[src/rtl/tx_frame_ctrl.sv]
// tx_frame_ctrl: PHY-side TX frame controller.
// Accepts a frame descriptor from the MAC, rejects illegal descriptors and
// descriptor timeouts, serializes the 24-bit 802.11a SIGNAL field, and then
// pulls exactly frame_len payload bytes through a pld_req/pld_vld handshake.
// Every started frame ends with a done or err pulse.
// Ports:
//   clk, rst                    clock, async active-high reset
//   new_frame, frame_vld        descriptor announce / valid pulses
//   frame_len[15:0], frame_type[3:0]  descriptor fields
//   pld_req (out), pld_vld, pld_data[7:0]  payload pull handshake
//   sig_bit, sig_vld (out)      serialized SIGNAL field
//   byte_out[7:0], byte_vld (out)  forwarded payload
//   busy, done, err (out)       status
module tx_frame_ctrl #(
   parameter int unsigned MAX_LEN      = 4095,
   parameter int unsigned DESC_TIMEOUT = 8
) (
   input  logic        clk,
   input  logic        rst,
   input  logic        new_frame,
   input  logic        frame_vld,
   input  logic [15:0] frame_len,
   input  logic [3:0]  frame_type,
   output logic        pld_req,
   input  logic        pld_vld,
   input  logic [7:0]  pld_data,
   output logic        sig_bit,
   output logic        sig_vld,
   output logic [7:0]  byte_out,
   output logic        byte_vld,
   output logic        busy,
   output logic        done,
   output logic        err
);

   typedef enum logic [2:0] {
      IDLE,
      WAIT_DESC,
      SIGNAL,
      PAYLOAD,
      DONE
   } state_t;

   localparam int unsigned TW = $clog2(DESC_TIMEOUT + 1);
   // The new_frame cycle itself counts toward the timeout, so the last
   // WAIT_DESC cycle is reached with the counter at DESC_TIMEOUT-2.
   localparam logic [TW-1:0] T_LAST = TW'(DESC_TIMEOUT - 2);

   state_t        state, state_nxt;
   logic [TW-1:0] tcnt;
   logic [4:0]    bcnt;
   logic [23:0]   sig_sr;
   logic [11:0]   cnt;
   logic [11:0]   len_q;

   logic desc_ok;
   logic load_desc;
   logic err_set;
   logic tclr;
   logic take;

   // SIGNAL word, bit 0 transmitted first: RATE R1..R4, reserved, LENGTH
   // LSB first, even parity over bits 0..16, six tail zeros.
   function automatic logic [23:0] sig_word(input logic [2:0] rate_idx,
                                            input logic [11:0] len);
      logic [3:0]  r;
      logic [23:0] w;
      unique case (rate_idx)
         3'd0: r = 4'b1101;
         3'd1: r = 4'b1111;
         3'd2: r = 4'b0101;
         3'd3: r = 4'b0111;
         3'd4: r = 4'b1001;
         3'd5: r = 4'b1011;
         3'd6: r = 4'b0001;
         3'd7: r = 4'b0011;
      endcase
      w       = '0;
      w[0]    = r[3];
      w[1]    = r[2];
      w[2]    = r[1];
      w[3]    = r[0];
      w[4]    = 1'b0;
      w[16:5] = len;
      w[17]   = ^w[16:0];
      return w;
   endfunction

   assign desc_ok = (frame_type <= 4'd7) && (frame_len != 16'd0) &&
                    ({16'd0, frame_len} <= MAX_LEN);

   always_comb begin
      state_nxt = state;
      load_desc = 1'b0;
      err_set   = 1'b0;
      tclr      = 1'b0;
      pld_req   = 1'b0;
      take      = 1'b0;
      busy      = (state != IDLE);
      sig_vld   = (state == SIGNAL);
      sig_bit   = (state == SIGNAL) & sig_sr[0];
      done      = (state == DONE);
      unique case (state)
         IDLE: begin
            if (new_frame) begin
               state_nxt = WAIT_DESC;
               tclr      = 1'b1;
            end
         end
         WAIT_DESC: begin
            if (frame_vld) begin
               if (desc_ok) begin
                  load_desc = 1'b1;
                  state_nxt = SIGNAL;
               end else begin
                  err_set   = 1'b1;
                  state_nxt = IDLE;
               end
            end else if (new_frame) begin
               tclr = 1'b1;
            end else if (tcnt == T_LAST) begin
               err_set   = 1'b1;
               state_nxt = IDLE;
            end
         end
         SIGNAL: begin
            if (bcnt == 5'd23) state_nxt = PAYLOAD;
         end
         PAYLOAD: begin
            pld_req = (cnt < len_q);
            take    = pld_req & pld_vld;
            if (take && (cnt + 12'd1 == len_q)) state_nxt = DONE;
         end
         DONE: begin
            state_nxt = IDLE;
         end
         default: state_nxt = IDLE;
      endcase
   end

   always_ff @(posedge clk or posedge rst) begin
      if (rst) state <= IDLE;
      else     state <= state_nxt;
   end

   always_ff @(posedge clk or posedge rst) begin
      if (rst) begin
         tcnt     <= '0;
         bcnt     <= '0;
         sig_sr   <= '0;
         cnt      <= '0;
         len_q    <= '0;
         byte_out <= '0;
         byte_vld <= 1'b0;
         err      <= 1'b0;
      end else begin
         err      <= err_set;
         byte_vld <= take;
         if (tclr)                    tcnt <= '0;
         else if (state == WAIT_DESC) tcnt <= tcnt + 1'b1;
         if (load_desc) begin
            len_q  <= frame_len[11:0];
            sig_sr <= sig_word(frame_type[2:0], frame_len[11:0]);
            bcnt   <= '0;
            cnt    <= '0;
         end else if (state == SIGNAL) begin
            sig_sr <= {1'b0, sig_sr[23:1]};
            bcnt   <= bcnt + 5'd1;
         end
         if (take) begin
            byte_out <= pld_data;
            cnt      <= cnt + 12'd1;
         end
      end
   end

endmodule

[config.mk]
export PLATFORM = sky130hd
export DESIGN_NAME = tx_frame_ctrl
export DESIGN_NICKNAME = d
export VERILOG_FILES = /design/src/rtl/tx_frame_ctrl.sv
export SDC_FILE = /design/constraint.sdc
export NUM_CORES = 1
export LEC_CHECK = 0
export CAP_MARGIN = 20
export CORE_MARGIN = 3
export CORE_UTILIZATION = 50
export CTS_BUF_LIST = sky130_fd_sc_hd__clkbuf_2
export CTS_CLUSTER_DIAMETER = 60
export DETAILED_ROUTE_END_ITERATION = 10
export HOLD_SLACK_MARGIN = 0.08
export PLACE_DENSITY_LB_ADDON = 0.05
export SLEW_MARGIN = 15
export SYNTH_ARGS = -nofsm -noshare
export SYNTH_HDL_FRONTEND = slang
export SYNTH_SLANG_ARGS = --single-unit
[constraint.sdc]
create_clock -name clk -period 2.8 [get_ports clk]
set_input_delay 0.42 -clock clk [delete_from_list [all_inputs] [get_ports clk]]
set_output_delay 0.42 -clock clk [all_outputs]
set_load 0.02 [all_outputs]
==> flow_metrics.py, run 1 <==
metrics = {
    "status": {
        "status": "finished, final reports clean",
    },
    "timing": {
        "hold_viol_final": 0,
        "max_freq_mhz": 360,
        "skew_ps": 20.6,
        "slew-limit-headroom_pct": 63.3,
        "period_needed_ps": 2770,
        "slew_viol_final": 0,
        "finalSetupViolations": 0,
        "min_period_over_period_pct": 99.1,
        "max_slew.worst_pin.slew_ps": 549,
        "rsz0062_at_grt": "yes",
    },
    "setup_path": {
        "cp_top_family": "compound AO/OA/AOI/OAI gates",
        "crit_fanout": 2,
        "cp_cell_sequence": "ha_4 -> a211oi_4 -> o22ai_2 -> o32a_1 -> nor3_2 -> buf_4",
        "r2r_end": "byte_out[1]$_DFFE_PP0P_",
        "r2r-start": "cnt[5]$_DFFE_PP0P_",
        "r2r_cells": 9,
        "regToRegSetupSlack_ps": 280,
        "path_class": "flip-flop to primary output",
        "start_kind": "flip-flop",
        "worstPathArrival_ps": 2350,
        "required_ps": 2380,
        "crit_buf_inv": 1,
        "worstSetupEndpointType": "primary output",
        "crit_slowest_cell": "dfrtp_1",
        "critPathMaxStageDelay_ps": 450,
    },
    "detailed_routing": {
        "drc": 0,
        "num_vias": 3043,
        "firstDrtPassIters": 5,
        "drt-total-wl_um": 8740,
        "drtIter0Drc": 184,
        "wire_per_inst_um": 15.9,
        "antenna_left": 0,
        "vias_per_cell": 5.55,
    },
    "grt": {
        "grt_first_pass_wirelength_um": 14500,
        "track_usage_pct": 21.9,
        "antenna_found_initial": 0,
        "grt_overflow_total": 0,
        "grt_max_degree": 44,
        "grt_pass1_vias": 2994,
    },
    "synthesis": {
        "synth_ff_type": "dfrtp_1",
        "yosysWarnings": 0,
        "async_flop_share_pct": 100,
        "synth_seq_cells": 64,
        "synthCells": 376,
        "synth_top_area_cell": "dfrtp_1",
        "synth_edf_count": 0,
        "synth.top_cell.area_share_pct": 43.5,
        "avgSynthCellArea_sq_um": 9.79,
        "yosys-top-cells-area": "dfrtp_1 (43%), xnor2_1 (6.2%), ha_1 (5.8%)",
        "synth_nets": 426,
        "synth_cell_types": 56,
        "syn_area_sq_um": 3680,
        "seq_area_frac_synth_pct": 43.5,
    },
    "hold_path": {
        "hp-class": "input pin to async pin",
    },
    "place": {
        "io_buffer_count": 47,
        "dpl.cell_count": 525,
        "dp_hpwl_um": 6470,
        "gp_congestion": 0.893,
        "place_area_sq_um": 4380,
    },
    "pwr": {
        "p_comb_share_pct": 43.4,
        "power_density_nw_per_um2": 655,
        "irDropWorstVdd_mv": 0.311,
        "switchingPower_mw": 1.19,
        "p_sw_share_pct": 39.3,
        "p_seq_share_pct": 41.2,
        "p_int_mw": 1.83,
        "design_power_total_mw": 3.01,
        "p_leak_nw": 2.05,
        "pwr-share-clk_pct": 15.4,
    },
    "die": {
        "dieArea_sq_um": 8430,
        "ios": 48,
        "die_h_um": 91.8,
        "die_width_um": 91.8,
        "std_cell_rows": 30,
        "initial_core_util_pct": 52.7,
        "fp.coreArea_sq_um": 6980,
    },
    "final_layout": {
        "final_common_cell": "dfrtp_1",
        "final_area_sq_um": 4600,
        "fin_util_pct": 65.9,
        "synthToLayoutAreaGrowth_pct": 24.9,
        "finalNetCount": 497,
        "drive_above_1_share_pct": 16.2,
        "layout_common_cells": "dfrtp_1 (64), clkdlybuf4s50_1 (44), nand2_1 (41)",
        "diodes": 0,
        "stdcell_count": 548,
    },
    "clock_network": {
        "ctsHoldBuffers": 0,
        "htree_levels": 3,
        "cts.sinks": 64,
        "path_clk_slew_ps": 190,
        "clockRootBuffer": "clkbuf_2",
        "insertion_delay_ps": 490,
        "cts_buffers": 9,
        "cts_tree": "yes",
        "cts_buffer_depth": 2,
    },
    "run": {
        "maxCapViolCount": 0,
    },
}
-- synthesized netlist by cell type, types with 2 or more instances --
cell      instances
a221o_1          11
nand3_1          11
a211oi_1          3
clkbuf_1          5
o22ai_1           2
a21oi_1           5
mux2_1            8
inv_1            16
buf_2             7
o211ai_1          2
dfrtp_1          64
xnor2_1          26
o21ai_0          28
nand2b_1          5
xor2_1           14
and2_2            2
nor4_1            8
nor2b_1           4
nor3_1           10
or2_2             2
nor2_1           28
nand2_1          41
inv_2             2
and3_1            2
and2_1            2
ha_1             17
nand4_1           9
buf_4             3
mux2i_1          12
-- kinds of logic (layout without fill, tap and decap cells) --
logic type,count (synthesis),after routing,share of synthesized area (%)
AOI/OAI and AO/OA,61,61,11.9
xor gates and xnor gates,40,40,9.51
adders and majority gates,17,17,5.78
buffers and inverters,34,110,4.21
DFF,64,64,43.5
muxes,21,21,6.01
and+or+nand+nor,139,139,19.1
-- state kept, by name, indices dropped and copies added (netlist names) --
register,flops
byte_vld,1
byte_out,8
len_q,12
cnt,12
err,1
bcnt,5
state,3
tcnt,4
sig_sr,18
-- worst reg2reg max path, delay by kind of cell, from the launching register on --
| kind | cells | cell delay (ps) |
|---|---|---|
| AO/OA/AOI/OAI | 3 | 680 |
| flip-flops | 1 | 450 |
| adder cells (fa/ha/maj) | 1 | 270 |
| multiplexers | 1 | 380 |
| AND/OR/NAND/NOR | 1 | 100 |
| buffers and inverters | 3 | 530 |
-- power groups by stage --
| stage | combinational, mW | sequential (mW) | clock [mW] |
|---|---|---|---|
| finish | 1.31 | 1.24 | 0.463 |
| global route | 1.44 | 1.27 | 0.509 |
| CTS | 1.27 | 1.24 | 0.473 |
| detailed placement | 1.26 | 1.25 | 0 |
| global placement | 1.24 | 1.25 | 0 |
| floorplan | 0.786 | 1.29 | 0 |
-- cell type report --
| class | instances | area (sq um) |
|---|---|---|
| Inverter | 18 | 70.1 |
| Fill cell | 591 | 2380 |
| Clock inverter | 6 | 36.3 |
| Timing Repair Buffer | 76 | 712 |
| Sequential cell | 64 | 1600 |
| Clock buffer | 10 | 50.0 |
| Tap cell | 96 | 120 |
| Multi-Input combinational cell | 278 | 2010 |
-- what timing repair did --
| item | CTS | global route |
|---|---|---|
| setup buffers | 2 | 5 |
| pin swaps | 0 | 7 |
| resized for setup | 8 | 16 |
| setup endpoints to repair | 2 | 2 |
| gates cloned | 0 | 0 |
-- metrics by stage --
step	setup TNS, ps	worst slack [ps]	hold WS (ps)
2_1_floorplan	0	224	450
3_3_place_gp	0	56.2	470
3_5_place_dp	0	31.5	479
4_1_cts	-13.3	-13.3	250
5_1_grt	-108	-108	247
6_report	0	26.0	265
-- worst max-delay path by stage --
stage	from	endpoint	slack (ps)	cells after the start
global route	len_q[1]$_DFFE_PP0P_	pld_req	-110	8
floorplan	cnt[9]$_DFFE_PP0P_	pld_req	220	6
global placement	len_q[5]$_DFFE_PP0P_	pld_req	60	7
detailed placement	len_q[5]$_DFFE_PP0P_	pld_req	30	7
finish	cnt[5]$_DFFE_PP0P_	pld_req	30	6
CTS	cnt[5]$_DFFE_PP0P_	pld_req	-10	6
-- routing by layer --
metal | share of wire [%] | vias to the layer above | GRT usage, %
li1 | - | 1472 | -
met1 | 45 | 1461 | 30.5
met2 | 47 | 99 | 34.6
met3 | 6.6 | 11 | 4.92
met4 | 1.1 | 0 | 5.57
met5 | 0 | - | 0
Power figures use the tool's default switching activity.
==> run 2, diff against run 1 <==
--- a/config.mk
+++ b/config.mk
@@ -13,6 +13,7 @@
 export DETAILED_ROUTE_END_ITERATION = 10
 export HOLD_SLACK_MARGIN = 0.08
 export PLACE_DENSITY_LB_ADDON = 0.05
+export SKIP_LAST_GASP = 1
 export SLEW_MARGIN = 15
 export SYNTH_ARGS = -nofsm -noshare
 export SYNTH_HDL_FRONTEND = slang
==> constraint.sdc (replaced) <==
create_clock -name clk -period 2.4 [get_ports clk]
set_input_delay 0.36 -clock clk [delete_from_list [all_inputs] [get_ports clk]]
set_output_delay 0.36 -clock clk [all_outputs]
set_load 0.02 [all_outputs]
==> run 2 against run 1 <==
The flow now finishes with violations (negative setup slack). Critical path depth rose by 1. First-iteration DRC count rose by 78%. Non-clock buffer count rose by 46. Sequential cell count did not move. Sequential power rose by 15%. Global-route usage rose by 0.41 points. Largest power group unchanged. Highest routed layer unchanged. Clock skew rose by 1.3 ps. Sequential share of layout area fell by 2.8 points.
==> flow_metrics.py, run 2 (synthesized netlist as in run 1, its figures left out) <==
metrics = {
    "setup_path": {
        "path_class": "flip-flop to primary output",
        "crit_buf_inv": 2,
        "worstPathArrival_ps": 2210,
        "crit_slowest_cell": "dfrtp_1",
        "crit_fanout": 2,
        "required_ps": 2040,
        "cp_cell_sequence": "inv_2 -> ha_4 -> a211oi_4 -> o22ai_2 -> o32a_1 -> nor3_2 -> buf_4",
        "worstSetupEndpointType": "primary output",
        "crit_start": "len_q[9]$_DFFE_PP0P_",
        "start_kind": "flip-flop",
        "r2r-start": "len_q[9]$_DFFE_PP0P_",
        "cp_top_family": "compound AO/OA/AOI/OAI gates",
        "critPathMaxStageDelay_ps": 440,
    },
    "place": {
        "place_area_sq_um": 4740,
        "dp_hpwl_um": 6720,
        "io_buffer_count": 47,
        "dpl.cell_count": 573,
        "gp_congestion": 0.860,
    },
    "timing": {
        "min_period_over_period_pct": 107,
        "slew_viol_final": 0,
        "slew-limit-headroom_pct": 74.0,
        "max_freq_mhz": 389,
        "timing.final.ws_setup_ps": -172,
        "rsz0062_at_grt": "yes",
        "period_needed_ps": 2570,
        "fin_setup_tns_ps": -172,
        "hold_viol_final": 0,
        "skew_ps": 21.9,
        "max_slew.worst_pin.slew_ps": 381,
        "finalSetupViolations": 1,
    },
    "clock_network": {
        "htree_levels": 3,
        "cts_buffers": 9,
        "ctsHoldBuffers": 0,
        "cts_tree": "yes",
        "cts_buffer_depth": 2,
        "cts.sinks": 64,
        "path_clk_slew_ps": 190,
        "clockRootBuffer": "clkbuf_2",
        "insertion_delay_ps": 490,
    },
    "final_layout": {
        "largest_reg_flops": 18,
        "reg_top3": "sig_sr (18), cnt (12), len_q (12)",
        "drive_above_1_share_pct": 25.3,
        "layout_common_cells": "buf_4 (70), dfrtp_1 (63), clkdlybuf4s50_1 (43)",
        "synthToLayoutAreaGrowth_pct": 36.0,
        "top_register": "sig_sr",
        "finalNetCount": 544,
        "diodes": 0,
        "fin_util_pct": 71.7,
        "stdcell_count": 594,
        "final_area_sq_um": 5010,
        "final_common_cell": "buf_4",
    },
    "die": {
        "ios": 48,
        "fp.coreArea_sq_um": 6980,
        "std_cell_rows": 30,
        "die_h_um": 91.8,
        "dieArea_sq_um": 8430,
        "initial_core_util_pct": 52.7,
        "die_width_um": 91.8,
    },
    "status": {
        "status": "finished, violations left",
        "violations": "negative setup slack",
    },
    "detailed_routing": {
        "num_vias": 3232,
        "vias_per_cell": 5.44,
        "wire_per_inst_um": 15.5,
        "firstDrtPassIters": 5,
        "drc": 0,
        "drt-total-wl_um": 9220,
        "drtIter0Drc": 327,
        "antenna_left": 0,
    },
    "hold_path": {
        "hp-class": "input pin to async pin",
    },
    "pwr": {
        "power_density_nw_per_um2": 736,
        "p_leak_nw": 2.28,
        "design_power_total_mw": 3.68,
        "irDropWorstVdd_mv": 0.343,
    },
    "grt": {
        "track_usage_pct": 22.3,
        "antenna_found_initial": 0,
        "grt_max_degree": 65,
        "grt_pass1_vias": 3095,
        "grt_overflow_total": 0,
        "grt_first_pass_wirelength_um": 15000,
    },
    "run": {
        "maxCapViolCount": 0,
    },
}
-- run 2: changes by cell type in the layout (fill, tap and decap cells not counted), sizes merged --
cell / change
buf: +46
bufinv: +1
clkbuf: -1
clkdlybuf4s15: +1
clkdlybuf4s50: -1
clkinv: +3
clkinvlp: -2
inv: -1
-- run 2: timing repair --
action / 4_1_cts / 5_1_grt
buffers inserted: 1 / 4
setup endpoints to repair: 22 / 26
gates cloned: 0 / 1
resized for setup: 11 / 26
pin swaps: 1 / 9
-- run 2: final timing paths --
path	end	slack [ps]	cells after the start
worst max register to register	cnt[4]$_DFFE_PP0P_	30	9
worst max-delay path	pld_req	-170	7
min in group clk	byte_out[7]$_DFFE_PP0P_	450	2
worst min-delay path	len_q[5]$_DFFE_PP0P_	230	3
max in group asynchronous	state[1]$_DFFE_PP0P_	1880	3
worst min register to register	byte_out[6]$_DFFE_PP0P_	510	1
-- run 2: power breakdown --
group	leakage [nW]	switching [mW]	internal [mW]
Combinational	1.45	0.851	0.779
Sequential	0.766	0.144	1.28
Clock	0.0675	0.402	0.231
Total	2.28	1.40	2.29
-- run 2: tightest hold or removal path: stages --
cell	delay (ps)
clkdlybuf4s50_1	410
inv_2	70
buf_12	300
-- run 2: cell type report --
type / instances / area [sq um]
clock buffers: 9 / 45.0
repair inverters: 1 / 5.00
clock inverters: 6 / 61.3
flip-flops and latches: 64 / 1600
well taps: 96 / 120
inverters: 18 / 75.1
fillers: 555 / 1970
multi-input cells: 278 / 2030
repair buffers: 122 / 1070
-- run 2: stage by stage --
step | hold WS (ps) | setup WS, ps
finish | 231 | -172
global route | 191 | -328
global placement | 469 | -133
detailed placement | 474 | -172
CTS | 208 | -249
floorplan | 450 | 59.2
-- run 2: per-layer routing --
| layer | part of all wire [%] | global-route usage, % | wire length [um] |
|---|---|---|---|
| met1 | 45 | 31.2 | 4140 |
| met3 | 6.6 | 5.41 | 607 |
| met4 | 1.5 | 5.69 | 139 |
| met2 | 47 | 34.8 | 4330 |
| met5 | 0 | 0 | 0 |
==> run 3, diff against run 2 <==
--- a/config.mk
+++ b/config.mk
@@ -13,7 +13,6 @@
 export DETAILED_ROUTE_END_ITERATION = 10
 export HOLD_SLACK_MARGIN = 0.08
 export PLACE_DENSITY_LB_ADDON = 0.05
-export SKIP_LAST_GASP = 1
 export SLEW_MARGIN = 15
 export SYNTH_ARGS = -nofsm -noshare
 export SYNTH_HDL_FRONTEND = slang
==> run 3 against run 2 <==
The run still ends with negative setup slack left. Clock skew grew 0.60 ps. Clock power is essentially flat. Power is essentially flat.
==> flow_metrics.py, run 3 (synthesized netlist as in run 1, its figures left out) <==
metrics = {
    "run": {
        "maxCapViolCount": 0,
    },
    "detailed_routing": {
        "drt-total-wl_um": 9170,
        "antenna_left": 0,
        "vias_per_cell": 5.41,
        "firstDrtPassIters": 5,
        "drtIter0Drc": 236,
        "num_vias": 3211,
        "wire_per_inst_um": 15.4,
        "drc": 0,
    },
    "setup_path": {
        "worstSetupEndpointType": "primary output",
        "r2r_cells": 9,
        "regToRegSetupSlack_ps": 10,
        "start_kind": "flip-flop",
        "cp-endpoint": "pld_req",
        "r2r_end": "cnt[4]$_DFFE_PP0P_",
        "required_ps": 2040,
        "path_class": "flip-flop to primary output",
        "r2r-start": "len_q[9]$_DFFE_PP0P_",
        "crit_start": "len_q[9]$_DFFE_PP0P_",
        "crit_fanout": 2,
        "worstPathArrival_ps": 2240,
    },
    "timing": {
        "hold_viol_final": 0,
        "max_freq_mhz": 384,
        "fin_setup_tns_ps": -203,
        "finalSetupViolations": 1,
        "skew_ps": 22.5,
        "period_needed_ps": 2600,
        "slew_viol_final": 0,
        "max_slew.worst_pin.slew_ps": 398,
        "timing.final.ws_setup_ps": -203,
        "slew-limit-headroom_pct": 73.3,
        "min_period_over_period_pct": 108,
        "rsz0062_at_grt": "yes",
    },
    "place": {
        "gp_congestion": 0.860,
        "io_buffer_count": 47,
        "dp_hpwl_um": 6720,
    },
    "pwr": {
        "power_density_nw_per_um2": 736,
        "p_comb_share_pct": 44.2,
        "p_sw_share_pct": 37.9,
        "p_leak_nw": 2.28,
        "switchingPower_mw": 1.40,
        "irDropWorstVdd_mv": 0.343,
        "p_int_mw": 2.29,
        "p_seq_share_pct": 38.6,
        "pwr-share-clk_pct": 17.2,
    },
    "clock_network": {
        "clockRootBuffer": "clkbuf_2",
        "cts.sinks": 64,
        "htree_levels": 3,
        "cts_buffers": 9,
        "path_clk_slew_ps": 190,
        "cts_tree": "yes",
        "cts_buffer_depth": 2,
        "insertion_delay_ps": 490,
    },
    "final_layout": {
        "multi_input_area_sq_um": 2030,
        "largest_reg_flops": 18,
        "area.sequential_sq_um": 1600,
        "top_register": "sig_sr",
        "drive_above_1_share_pct": 25.3,
        "synthToLayoutAreaGrowth_pct": 35.9,
        "finalNetCount": 544,
        "fin_util_pct": 71.7,
        "fillers": 556,
        "diodes": 0,
        "layout_common_cells": "buf_4 (71), dfrtp_1 (63), clkdlybuf4s50_1 (43)",
        "reg_top3": "sig_sr (18), cnt (12), len_q (12)",
        "final_common_cell": "buf_4",
    },
    "grt": {
        "grt_max_degree": 65,
        "grt_overflow_total": 0,
        "grt_first_pass_wirelength_um": 15000,
        "track_usage_pct": 22.3,
        "grt_pass1_vias": 3095,
        "antenna_found_initial": 0,
    },
    "hold_path": {
        "hp-class": "input pin to async pin",
    },
    "die": {
        "dieArea_sq_um": 8430,
        "initial_core_util_pct": 52.7,
        "ios": 48,
        "die_h_um": 91.8,
        "die_width_um": 91.8,
        "fp.coreArea_sq_um": 6980,
        "std_cell_rows": 30,
    },
    "status": {
        "status": "finished, violations left",
        "violations": "negative setup slack",
    },
}
run 3: cell counts in the layout (fill, tap and decap cells not counted):
Identical to the previous run, type by type.
run 3: stage by stage:
step / total power [mW] / area, sq um / instances / hold slack [ps] / setup slack (ps)
finish: 3.68 / 5000 / 594 / 226 / -203
global route: 3.92 / 5000 / 594 / 191 / -337
CTS: 3.62 / 4860 / 589 / 208 / -201
detailed placement: 2.99 / 4740 / 573 / 474 / -172
global placement: 2.94 / 4740 / 573 / 469 / -133
floorplan: 2.42 / 3690 / 376 / 450 / 59.2
run 3: critical path, cell delays in order (launching register included):
cell	delay, ps
dfrtp_1	440
inv_2	90
ha_4	210
a211oi_4	260
o22ai_2	110
o32a_1	370
nor3_2	110
buf_4	160
run 3: how the worst min path moves through the flow:
stage | from | endpoint | slack (ps) | cells after the start
after floorplan | len_q[0]$_DFFE_PP0P_ | len_q[0]$_DFFE_PP0P_ | 450 | 2
after global routing | rst | sig_sr[9]$_DFFE_PP0N_ | 190 | 3
final | rst | len_q[5]$_DFFE_PP0P_ | 230 | 3
after CTS | rst | sig_sr[3]$_DFFE_PP0N_ | 210 | 3
after global placement | byte_out[1]$_DFFE_PP0P_ | byte_out[1]$_DFFE_PP0P_ | 470 | 1
after detailed placement | byte_out[2]$_DFFE_PP0P_ | byte_out[2]$_DFFE_PP0P_ | 470 | 1
run 3: what timing repair did:
| action | in CTS | in global routing |
|---|---|---|
| gates cloned | 0 | 1 |
| endpoints found under the setup margin | 22 | 26 |
| hold buffers | 0 | 0 |
| pin swaps | 2 | 8 |
| buffers inserted | 1 | 4 |
| gates resized for setup | 11 | 25 |
run 3: power groups by stage:
stage	registers, mW	clock network (mW)	logic, mW
5_1_grt	1.45	0.703	1.77
6_report	1.42	0.633	1.63
2_1_floorplan	1.50	0	0.919
4_1_cts	1.41	0.651	1.56
3_5_place_dp	1.43	0	1.55
3_3_place_gp	1.42	0	1.52
run 3: area by class of cell:
| class | count | area share [%] |
|---|---|---|
| multi-input combinational | 278 | 40.5 |
| sequential | 64 | 32.0 |
| timing repair buffer | 122 | 21.4 |
| tap | 96 | 2.40 |
| inverter | 18 | 1.50 |
| clock inverter | 6 | 1.22 |
| clock buffer | 9 | 0.900 |
| timing repair inverter | 1 | 0.100 |
run 3: layer usage:
| metal | global-route usage (%) | vias up | wire length (um) |
|---|---|---|---|
| li1 | - | 1560 | - |
| met1 | 31.2 | 1527 | 4130 |
| met2 | 34.8 | 115 | 4330 |
| met3 | 5.41 | 9 | 620 |
| met4 | 5.69 | 0 | 95 |
| met5 | 0 | - | 0 |
